$ cat src/rtl/mtm_alu_deserializer_p.sv
// rtl/mtm_alu_deserializer_p.sv - serial ALU command deserializer with framing, length and CRC checks
//
// Decodes 11-bit packets (start=0, type, 8 payload bits MSB first, stop=1)
// from a one-bit-per-cycle serial line. A transaction is 2*NBYTES DATA
// packets (operand A then operand B, most significant byte first) closed
// by one CTL packet carrying {1'b0, op[2:0], crc[3:0]}.
//
// Ports:
//   clk        clock, all logic on the rising edge
//   rst_n      synchronous active-low reset
//   sin        serial line, idles high
//   out_a      operand A of the last successful transaction
//   out_b      operand B of the last successful transaction
//   out_op     operation code of the last successful transaction
//   out_valid  one-cycle pulse: transaction finished or framing error seen
//   out_err    {err_data, err_crc, err_frame}, zero when out_valid is low

module mtm_alu_deserializer_p #(
    parameter  int WIDTH  = 32,
    localparam int NBYTES = WIDTH / 8
) (
    input  logic             clk,
    input  logic             rst_n,
    input  logic             sin,
    output logic [WIDTH-1:0] out_a,
    output logic [WIDTH-1:0] out_b,
    output logic [2:0]       out_op,
    output logic             out_valid,
    output logic [2:0]       out_err
);

    localparam int NDATA = 2 * NBYTES;
    localparam int CW    = $clog2(NDATA + 2);
    localparam logic [CW-1:0] NDATA_C = CW'(NDATA);
    localparam logic [CW-1:0] SAT_C   = CW'(NDATA + 1);

    typedef enum logic [2:0] {IDLE, TYPE, PAYLOAD, STOP, RESYNC} state_t;

    state_t             state_q;
    logic               type_q;
    logic [2:0]         bit_cnt_q;
    logic [7:0]         payload_q;
    logic [CW-1:0]      data_cnt_q;
    logic [2*WIDTH-1:0] shreg_q;
    logic [3:0]         crc_q;
    logic [WIDTH-1:0]   out_a_q;
    logic [WIDTH-1:0]   out_b_q;
    logic [2:0]         out_op_q;
    logic               out_valid_q;
    logic [2:0]         out_err_q;

    // The CRC runs over {A, B, 1'b1, op} while the bits arrive. DATA payload
    // bits feed it directly (surplus bytes excluded). In the CTL payload the
    // leading 0 slot is replaced by the constant 1, then the three op bits
    // follow; the trailing four crc bits are not fed.
    logic       crc_en;
    logic       crc_bit;
    logic       crc_fb;
    logic [3:0] crc_d;

    always_comb begin
        crc_en  = 1'b0;
        crc_bit = sin;
        if (state_q == PAYLOAD) begin
            if (!type_q) begin
                crc_en = (data_cnt_q < NDATA_C);
            end else if (bit_cnt_q <= 3'd3) begin
                crc_en = 1'b1;
                if (bit_cnt_q == 3'd0) begin
                    crc_bit = 1'b1;
                end
            end
        end
        crc_fb = crc_q[3] ^ crc_bit;
        crc_d  = {crc_q[2], crc_q[1], crc_q[0] ^ crc_fb, crc_fb};
    end

    always_ff @(posedge clk) begin
        if (!rst_n) begin
            state_q     <= IDLE;
            type_q      <= 1'b0;
            bit_cnt_q   <= 3'd0;
            payload_q   <= 8'd0;
            data_cnt_q  <= '0;
            shreg_q     <= '0;
            crc_q       <= 4'd0;
            out_a_q     <= '0;
            out_b_q     <= '0;
            out_op_q    <= 3'd0;
            out_valid_q <= 1'b0;
            out_err_q   <= 3'd0;
        end else begin
            out_valid_q <= 1'b0;
            out_err_q   <= 3'd0;
            if (crc_en) begin
                crc_q <= crc_d;
            end
            case (state_q)
                IDLE: begin
                    if (!sin) begin
                        state_q <= TYPE;
                    end
                end
                TYPE: begin
                    type_q  <= sin;
                    state_q <= PAYLOAD;
                end
                PAYLOAD: begin
                    payload_q <= {payload_q[6:0], sin};
                    bit_cnt_q <= bit_cnt_q + 3'd1;
                    if (bit_cnt_q == 3'd7) begin
                        state_q <= STOP;
                    end
                end
                STOP: begin
                    if (sin) begin
                        state_q <= IDLE;
                        if (!type_q) begin
                            if (data_cnt_q < NDATA_C) begin
                                shreg_q <= {shreg_q[2*WIDTH-9:0], payload_q};
                            end
                            if (data_cnt_q != SAT_C) begin
                                data_cnt_q <= data_cnt_q + CW'(1);
                            end
                        end else begin
                            out_valid_q <= 1'b1;
                            if (data_cnt_q != NDATA_C) begin
                                out_err_q <= 3'b100;
                            end else if (crc_q != payload_q[3:0]) begin
                                out_err_q <= 3'b010;
                            end else begin
                                out_a_q  <= shreg_q[2*WIDTH-1:WIDTH];
                                out_b_q  <= shreg_q[WIDTH-1:0];
                                out_op_q <= payload_q[6:4];
                            end
                            data_cnt_q <= '0;
                            shreg_q    <= '0;
                            crc_q      <= 4'd0;
                        end
                    end else begin
                        state_q     <= RESYNC;
                        out_valid_q <= 1'b1;
                        out_err_q   <= 3'b001;
                        data_cnt_q  <= '0;
                        shreg_q     <= '0;
                        crc_q       <= 4'd0;
                    end
                end
                RESYNC: begin
                    if (sin) begin
                        state_q <= IDLE;
                    end
                end
                default: state_q <= IDLE;
            endcase
        end
    end

    assign out_a     = out_a_q;
    assign out_b     = out_b_q;
    assign out_op    = out_op_q;
    assign out_valid = out_valid_q;
    assign out_err   = out_err_q;

endmodule

$ cat config.mk
export PLATFORM = sky130hd
export DESIGN_NAME = mtm_alu_deserializer_p
export DESIGN_NICKNAME = d
export VERILOG_FILES = /design/src/rtl/mtm_alu_deserializer_p.sv
export SDC_FILE = /design/constraint.sdc
export NUM_CORES = 1
export LEC_CHECK = 0
export ABC_AREA = 1
export BUFFER_PORTS_ARGS = -buffer_cell sky130_fd_sc_hd__buf_2
export CAP_MARGIN = 30
export CORE_AREA = 4 4 109 111
export DETAILED_ROUTE_END_ITERATION = 10
export DIE_AREA = 0 0 113 115
export HOLD_SLACK_MARGIN = 0.1
export PLACE_DENSITY = 0.79
export SLEW_MARGIN = 15
export SYNTH_ARGS = -nofsm -noshare
export SYNTH_HDL_FRONTEND = slang
export SYNTH_SLANG_ARGS = --single-unit
$ cat constraint.sdc
create_clock -name clk -period 1.95 [get_ports clk]
set_input_delay 0.39 -clock clk [delete_from_list [all_inputs] [get_ports clk]]
set_output_delay 0.39 -clock clk [all_outputs]
set_load 0.03 [all_outputs]
==> impl_metrics.env, run 1 <==
export IMPL_ys_seq_area_frac=0.5168
export IMPL_num_io_pins=74
export IMPL_netlist_area_um2=6121
export IMPL_hold_buffers=0
export IMPL_ant_nets=0
export IMPL_fmax_mhz=554.4
export IMPL_crit_arrival_ns=2.22
export IMPL_cts_max_path_buffers=2
export IMPL_max_slew_margin_rel=0.7282
export IMPL_dr_pass1_iters=6
export IMPL_avgSynthCellArea_um2=7.661
export IMPL_ys_warn_count=0
export IMPL_worstMarginPinSlew_ns=0.4076
export IMPL_grt_max_degree=70
export IMPL_viasPerCell=4.969
export IMPL_h_tree_depth=4
export IMPL_ir_worst_vdd_uv=506.4
export IMPL_initial_core_util=0.5671
export IMPL_dpl_hpwl_um=8302
export IMPL_hold_path_class="in2reg"
export IMPL_grtUsageTotal=0.2032
export IMPL_outcome="completed"
export IMPL_place_area_um2=6615
export IMPL_synth_area_leaders="dfxtp_1 52%, nor2_1 14%, nand2_1 9.3%, a22oi_1 7.8%, inv_1 5.3%"
export IMPL_p_switching_mw=1.689
export IMPL_synth_top_area_frac=0.5168
export IMPL_placeableCoreArea_um2=10790
export IMPL_grt_pass1_vias=4692
export IMPL_num_nets_final=882
export IMPL_cp_max_fo=31
export IMPL_powerDensity_nw_per_um2=946.9
export IMPL_insertion_delay_ns=0.53
export IMPL_tritoncts="done"
export IMPL_place_gp_congestion=0.8023
export IMPL_internal_power_mw=5.133
export IMPL_antenna_found_initial=0
export IMPL_pwr_share_clk=0.449
export IMPL_grt_pass1_wl_um=21550
export IMPL_required_ns=2.36
export IMPL_power_frac_seq=0.491
export IMPL_pwr_share_comb=0.060
export IMPL_end_kind="register"
export IMPL_grt_overflow=0
export IMPL_regToRegStartpoint="payload_q[1]$_SDFFE_PN0N_"
export IMPL_wl_per_cell_um=12.91
export IMPL_drc=0
export IMPL_synthToLayoutAreaGrowth_pct=17.70
export IMPL_vias=5093
export IMPL_post_route_util=0.6675
export IMPL_grt_setup_unrepaired="no"
export IMPL_finalCritPeriodShare=0.9250
export IMPL_maxCapViolations=0
export IMPL_total_power_mw=6.822
export IMPL_antennaDiodeCount=0
export IMPL_root_buffer="clkbuf_8"
export IMPL_drt_iter0_markers=375
export IMPL_critPathLaunchType="register"
export IMPL_die_area_um2=13000
export IMPL_path_clk_slew_ns=0.06
export IMPL_fin_area_um2=7204
export IMPL_synth_main_ff_cell="dfxtp_1"
export IMPL_hold_viol=0
export IMPL_drive_above_1_share=0.1605
export IMPL_min_from="sin"
export IMPL_synth_cells=799
export IMPL_crit_start="payload_q[1]$_SDFFE_PN0N_"
export IMPL_cts_buffers=17
export IMPL_min_period_ns=1.804
export IMPL_clock_skew_ns=0.01174
export IMPL_drt_wl_total_um=13240
export IMPL_hold_path_cell_count=3
export IMPL_cts_sinks=158
export IMPL_fp_dieW_um=113
export IMPL_fin_tns_setup_ns=0
export IMPL_power_share_switching=0.2476
export IMPL_io_buffers=73
export IMPL_synthTopCellsByCount="222 x nor2_1, 158 x dfxtp_1, 151 x nand2_1"
export IMPL_row_count=38
export IMPL_yosys_cell_count_top_type="nor2_1"
export IMPL_ys_ff_latch=158
export IMPL_die_h_um=115
export IMPL_synth_largest_area_cell="dfxtp_1"
export IMPL_rr_worst_depth=8
export IMPL_p_leak_nw=3.708
export IMPL_synthDistinctLibCells=29
export IMPL_path_class="reg2reg"
export IMPL_async_flop_share=0
export IMPL_setup_viol=0
export IMPL_synth_fp_nets=809
export IMPL_synth_edff_count=0
export IMPL_drv_slew=0
-- state kept, by name, indices dropped and copies added (netlist names), 3 cells and up --
register	flops
out_b	32
bit_cnt_q	3
payload_q	8
out_err	3
out_a	32
state_q	3
crc_q	4
shreg_q	64
out_op	3
data_cnt_q	4
-- power by group through the flow --
stage | combinational, mW | sequential, mW | clock (mW)
floorplan | 0.288 | 3.41 | 0
global placement | 0.378 | 3.42 | 0
detailed placement | 0.383 | 3.42 | 0
CTS | 0.387 | 3.35 | 3.12
global route | 0.456 | 3.35 | 3.29
finish | 0.409 | 3.35 | 3.07
-- logic make-up after synthesis --
family | Yosys count | synth area share
buf+inv | 136 | 0.1004
fa+ha+maj | 7 | 0.01431
compound gates | 99 | 0.1100
simple gates | 395 | 0.2529
xor+xnor | 4 | 0.005723
flops | 158 | 0.5168
-- stage by stage --
step	hold slack, ns	worst slack [ns]	cells
global route	0.1357	0.02444	1025
detailed placement	0.4657	0.1271	989
global placement	0.4639	0.1653	989
CTS	0.1282	0.1180	1021
finish	0.1533	0.1463	1025
floorplan	0.4345	0.5519	799
-- cell usage in the layout (no fill, tap or decap), types with 3 or more instances in the layout --
master,count
nor2_1,222
dfxtp_1,158
nand2_1,151
inv_1,86
buf_2,73
a22oi_1,64
buf_4,20
clkbuf_16,16
o21ai_0,15
a21oi_1,13
nand3_1,12
ha_1,7
inv_2,6
inv_6,6
xor2_1,4
clkinv_2,4
buf_12,4
a211oi_1,3
clkinv_4,3
-- path summary, 6_finish.rpt --
check | to | slack (ns)
worst max-delay path | out_b[18]$_SDFFE_PN0P_ | 0.15
worst min-delay path | out_err[0]$_SDFF_PN0_ | 0.15
worst max register to register | out_b[18]$_SDFFE_PN0P_ | 0.15
worst min register to register | data_cnt_q[2]$_SDFFE_PN0P_ | 0.48
-- worst max-delay path, cell delays in order, from the launching register on --
cell	delay [ns]
dfxtp_1	0.34
xor2_1	0.17
nor2_1	0.10
and2_1	0.31
nand3_4	0.20
buf_4	0.20
buf_12	0.16
nor2_1	0.15
nor2_1	0.07
-- what timing repair did --
action / in CTS / in global routing
setup endpoints to repair: 0 / 4
buffers inserted: 0 / 3
gates resized for setup: 0 / 1
-- layer usage --
metal	track usage	wire length, um
met1	0.2620	5940
met2	0.3337	6459
met3	0.05053	646
met4	0.07212	188
met5	0	0
-- cell type report --
class	instances	area (um2)
Timing Repair Buffer	97	595.6
Sequential cell	158	3163
Inverter	92	345.3
Tap cell	140	175.2
Clock inverter	15	136.4
Multi-Input combinational cell	506	2375
Clock buffer	17	414.1
Fill cell	873	3588
No activity file was read; power rests on OpenSTA's default activity.
==> run 2, diff against run 1 <==
--- a/config.mk
+++ b/config.mk
@@ -8,11 +8,11 @@
 export ABC_AREA = 1
 export BUFFER_PORTS_ARGS = -buffer_cell sky130_fd_sc_hd__buf_2
 export CAP_MARGIN = 30
-export CORE_AREA = 4 4 109 111
+export CORE_AREA = 4 4 129 94
 export DETAILED_ROUTE_END_ITERATION = 10
-export DIE_AREA = 0 0 113 115
+export DIE_AREA = 0 0 133 98
 export HOLD_SLACK_MARGIN = 0.1
-export PLACE_DENSITY = 0.79
+export PLACE_DENSITY = 0.8
 export SLEW_MARGIN = 15
 export SYNTH_ARGS = -nofsm -noshare
 export SYNTH_HDL_FRONTEND = slang
==> run 2 against run 1 <==
Against the previous run:
- core utilization down 0.93 points
- via count down 1.4%
- die area up 0.30%
- register-to-register slack better by 0.19 ns
- clock skew down 0.0037 ns
- flip-flop and latch count unchanged
- first-iteration DRC count up 21%
- worst setup slack better by 0.19 ns
- clock power up 6.8%
==> impl_metrics.env, run 2 (synthesis gave the netlist of run 1 again) <==
export IMPL_layoutNonFillerInstCount=1021
export IMPL_total_power_mw=7.019
export IMPL_min_period_ns=1.615
export IMPL_root_buffer="clkbuf_16"
export IMPL_hold_viol=0
export IMPL_place_gp_congestion=0.7719
export IMPL_fin_tns_setup_ns=0
export IMPL_drt_iter0_markers=454
export IMPL_hold_path_cell_count=2
export IMPL_end_kind="register"
export IMPL_critPathLaunchType="register"
export IMPL_grt_pass1_wl_um=22000
export IMPL_die_h_um=98
export IMPL_hold_buffers=0
export IMPL_grt_setup_unrepaired="no"
export IMPL_final_common_cell="nor2_1"
export IMPL_fp_dieW_um=133
export IMPL_hold_path_class="in2reg"
export IMPL_powerDensity_nw_per_um2=982.8
export IMPL_num_nets_final=867
export IMPL_drc=0
export IMPL_crit_arrival_ns=1.93
export IMPL_p_leak_nw=3.650
export IMPL_path_clk_slew_ns=0.06
export IMPL_insertion_delay_ns=0.42
export IMPL_largest_reg_flops=64
export IMPL_ir_worst_vdd_uv=616.0
export IMPL_placeableCoreArea_um2=10850
export IMPL_worstMarginPinSlew_ns=0.4040
export IMPL_setup_viol=0
export IMPL_tritoncts="done"
export IMPL_dp_cells=991
export IMPL_dpl_hpwl_um=7813
export IMPL_drt_wl_total_um=13140
export IMPL_drive_above_1_share=0.1394
export IMPL_synthToLayoutAreaGrowth_pct=16.68
export IMPL_cp_max_fo=9
export IMPL_post_cts_buffers=0
export IMPL_post_route_util=0.6582
export IMPL_row_count=32
export IMPL_cts_max_path_buffers=2
export IMPL_postCtsResizedCells=0
export IMPL_antennaDiodeCount=0
export IMPL_die_area_um2=13030
export IMPL_required_ns=2.27
export IMPL_cts_sinks=158
export IMPL_grtUsageTotal=0.2078
export IMPL_antenna_found_initial=0
export IMPL_drv_slew=0
export IMPL_wl_per_cell_um=12.87
export IMPL_num_io_pins=74
export IMPL_largest_register="shreg_q"
export IMPL_outcome="completed"
export IMPL_final_cell_mix="222 x nor2_1, 158 x dfxtp_1, 151 x nand2_1"
export IMPL_io_buffers=73
export IMPL_ant_nets=0
export IMPL_initial_core_util=0.5641
export IMPL_path_class="reg2reg"
export IMPL_grt_overflow=0
export IMPL_fmax_mhz=619.0
export IMPL_h_tree_depth=4
export IMPL_viasPerCell=4.919
export IMPL_finalCritPeriodShare=0.8284
export IMPL_rr_worst_depth=11
export IMPL_grt_pass1_vias=4538
export IMPL_cts_buffers=17
export IMPL_grt_max_degree=82
export IMPL_dr_pass1_iters=5
export IMPL_vias=5022
export IMPL_max_slew_margin_rel=0.7307
export IMPL_maxCapViolations=0
export IMPL_clock_skew_ns=0.008088
[run 2: final cells by class]
class,count,area [um2]
flip-flops and latches,158,3163
fillers,921,3709
multi-input cells,505,2359
clock inverters,7,112.6
inverters,92,345.3
repair buffers,83,503.0
clock buffers,23,467.9
well taps,153,191.4
[run 2: layer usage]
| layer | vias to the layer above | global-route usage | routed length (um) |
|---|---|---|---|
| li1 | 2608 | - | - |
| met1 | 2262 | 0.2856 | 6291 |
| met2 | 124 | 0.3112 | 5875 |
| met3 | 28 | 0.05252 | 669 |
| met4 | 0 | 0.09026 | 301 |
| met5 | - | 0 | 0 |
[run 2: through the flow]
stage / cell area [um2] / hold WS (ns) / setup slack (ns)
4_1_cts: 7142 / 0.1667 / 0.3447
3_5_place_dp: 6561 / 0.4717 / 0.3223
3_3_place_gp: 6561 / 0.4660 / 0.3383
6_report: 7142 / 0.1771 / 0.3346
2_1_floorplan: 6121 / 0.4345 / 0.5519
5_1_grt: 7142 / 0.1871 / 0.1362
[run 2: final timing paths]
kind / from / end / slack (ns)
setup reg to reg: state_q[2]$_SDFFE_PN0P_ / crc_q[1]$_SDFF_PN0_ / 0.33
setup / recovery: state_q[2]$_SDFFE_PN0P_ / crc_q[1]$_SDFF_PN0_ / 0.33
hold / removal: sin / out_err[0]$_SDFF_PN0_ / 0.18
hold reg to reg: shreg_q[61]$_SDFFE_PN0P_ / out_a[29]$_SDFFE_PN0P_ / 0.48
[run 2: power by group]
group | leakage, nW | switching (mW) | internal [mW]
combinational | 2.09 | 0.252 | 0.123
clock | 0.283 | 1.23 | 2.06
sequential | 1.27 | 0.0679 | 3.29
total | 3.65 | 1.55 | 5.47
[run 2: worst max-delay path, cell delays in order, from the launching register on]
cell and delay, ns:
dfxtp_1 0.34, nor2_1 0.11, nand2_1 0.15, buf_4 0.21, nor2_1 0.09, nand2_1 0.11
nand2_1 0.11, nand2_1 0.09, nand3_1 0.09, nand3_1 0.08, nand2_1 0.09, inv_1 0.05
==> run 3, diff against run 2 <==
==> constraint.sdc (replaced) <==
create_clock -name clk -period 1.6 [get_ports clk]
set_input_delay 0.32 -clock clk [delete_from_list [all_inputs] [get_ports clk]]
set_output_delay 0.32 -clock clk [all_outputs]
set_load 0.03 [all_outputs]
==> run 3 against run 2 <==
Against the previous run:
- the run now ends with setup timing left
- sequential share of layout area decreased by 2.4 points
- clock power increased by 21%
- core utilization increased by 3.9 points
- clock skew decreased by 0.00093 ns
- combinational power increased by 48%
- power increased by 23%
- critical endpoint is now out_b[31]$_SDFFE_PN0P_
==> impl_metrics.env, run 3 (synthesis gave the netlist of run 1 again) <==
export IMPL_outcome="finished, violations left"
export IMPL_violations="setup timing"
export IMPL_grt_pass1_wl_um=21890
export IMPL_io_buffers=73
export IMPL_crit_start="state_q[2]$_SDFFE_PN0P_"
export IMPL_dr_pass1_iters=5
export IMPL_dp_cells=1005
export IMPL_dpl_hpwl_um=8198
export IMPL_crit_chain="inv_2, nand3_4, nor3_4, buf_6, nand3_4, buf_6, nor2_1, nor2_1"
export IMPL_seq_area_um2=3169
export IMPL_hold_path_cell_count=3
export IMPL_rr_worst_depth=8
export IMPL_final_cell_mix="217 x nor2_1, 153 x dfxtp_1, 151 x nand2_1"
export IMPL_path_clk_slew_ns=0.06
export IMPL_fillerInstances=822
export IMPL_min_period_ns=1.629
export IMPL_drive_above_1_share=0.1830
export IMPL_required_ns=1.90
export IMPL_num_io_pins=74
export IMPL_cp_max_fo=7
export IMPL_drt_wl_total_um=14780
export IMPL_setup_viol=1
export IMPL_die_area_um2=13030
export IMPL_post_route_util=0.6967
export IMPL_num_nets_final=894
export IMPL_min_from="sin"
export IMPL_drv_slew=0
export IMPL_vias=5375
export IMPL_grt_max_degree=70
export IMPL_antenna_found_initial=0
export IMPL_final_common_cell="nor2_1"
export IMPL_fmax_mhz=614.0
export IMPL_grt_pass1_vias=4641
export IMPL_cts_sinks=158
export IMPL_grt_overflow=0
export IMPL_cts_buffers=17
export IMPL_fp_dieW_um=133
export IMPL_cp_slowest_cell="dfxtp_2"
export IMPL_clock_skew_ns=0.007155
export IMPL_hold_viol=0
export IMPL_root_buffer="clkbuf_16"
export IMPL_insertion_delay_ns=0.42
export IMPL_initial_core_util=0.5641
export IMPL_critPathLaunchType="register"
export IMPL_grt_setup_unrepaired="yes"
export IMPL_drt_iter0_markers=386
export IMPL_maxCapViolations=0
export IMPL_path_class="reg2reg"
export IMPL_largest_register="shreg_q"
export IMPL_viasPerCell=5.124
export IMPL_multi_input_area_um2=2405
export IMPL_place_gp_congestion=0.8032
export IMPL_largest_reg_flops=64
export IMPL_powerDensity_nw_per_um2=1139
export IMPL_crit_arrival_ns=1.93
export IMPL_regToRegStartpoint="state_q[2]$_SDFFE_PN0P_"
export IMPL_h_tree_depth=4
export IMPL_hold_path_class="in2reg"
export IMPL_die_h_um=98
export IMPL_finalCritPeriodShare=1.018
export IMPL_timing_final_ws_setup_ns=-0.02860
export IMPL_placeableCoreArea_um2=10850
export IMPL_p_leak_nw=3.855
export IMPL_ir_worst_vdd_uv=724.6
export IMPL_layoutNonFillerInstCount=1049
export IMPL_worstMarginPinSlew_ns=0.3212
export IMPL_cpPeakStageDelay_ns=0.34
export IMPL_max_slew_margin_rel=0.7858
export IMPL_drc=0
export IMPL_fin_tns_setup_ns=-0.02860
export IMPL_wl_per_cell_um=14.09
export IMPL_cts_max_path_buffers=2
export IMPL_antennaDiodeCount=0
export IMPL_tritoncts="done"
export IMPL_grtUsageTotal=0.2034
export IMPL_end_kind="register"
export IMPL_synthToLayoutAreaGrowth_pct=23.51
export IMPL_hold_buffers=0
export IMPL_ant_nets=0
export IMPL_row_count=32
-- run 3: metal layers --
layer,track usage,vias up,wire [um],part of all wire
met4,0.06629,0,179,0.012
met1,0.2802,2488,6857,0.46
met3,0.04377,17,838,0.057
met5,0,-,0,0
li1,-,2675,-,-
met2,0.3206,195,6906,0.47
-- run 3: cell type report --
type	instances	share of cell area
multi-input cells	506	0.3181
inverters	92	0.04618
clock buffers	25	0.06554
clock inverters	6	0.01092
flip-flops and latches	158	0.4192
well taps	153	0.02532
repair buffers	109	0.1147
-- run 3: report_power, final --
part | switching, mW | leakage, nW | total [mW] | internal [mW]
clock | 1.51 | 0.283 | 3.96 | 2.45
combinational | 0.355 | 2.30 | 0.556 | 0.201
sequential | 0.0744 | 1.28 | 4.09 | 4.01
total | 1.94 | 3.85 | 8.61 | 6.66
-- run 3: what timing repair did --
| item | 4_1_cts | 5_1_grt |
|---|---|---|
| setup endpoints to repair | 0 | 102 |
| setup buffers | 0 | 3 |
| resized for setup | 0 | 25 |
-- run 3: metrics by stage --
step	hold slack [ns]	total power, mW	setup WS [ns]	cell area, um2
after floorplan	0.3924	4.507	0.2177	6121
after global placement	0.4693	4.654	0.1219	6679
after detailed placement	0.4717	4.667	0.06455	6679
after CTS	0.1759	8.587	0.05165	7257
after global routing	0.1952	8.883	-0.08339	7560
final	0.1888	8.608	-0.02860	7560
-- run 3: final timing paths --
kind | slack (ns) | to
hold reg to reg | 0.46 | state_q[0]$_SDFFE_PN0P_
hold / removal | 0.19 | out_err[0]$_SDFF_PN0_
setup reg to reg | -0.03 | out_b[31]$_SDFFE_PN0P_
setup / recovery | -0.03 | out_b[31]$_SDFFE_PN0P_
-- run 3: critical path, delay by kind of cell, from the launching register on --
family        cells  cell delay, ns
buf+inv           3            0.43
flops             1            0.34
simple gates      5            0.76
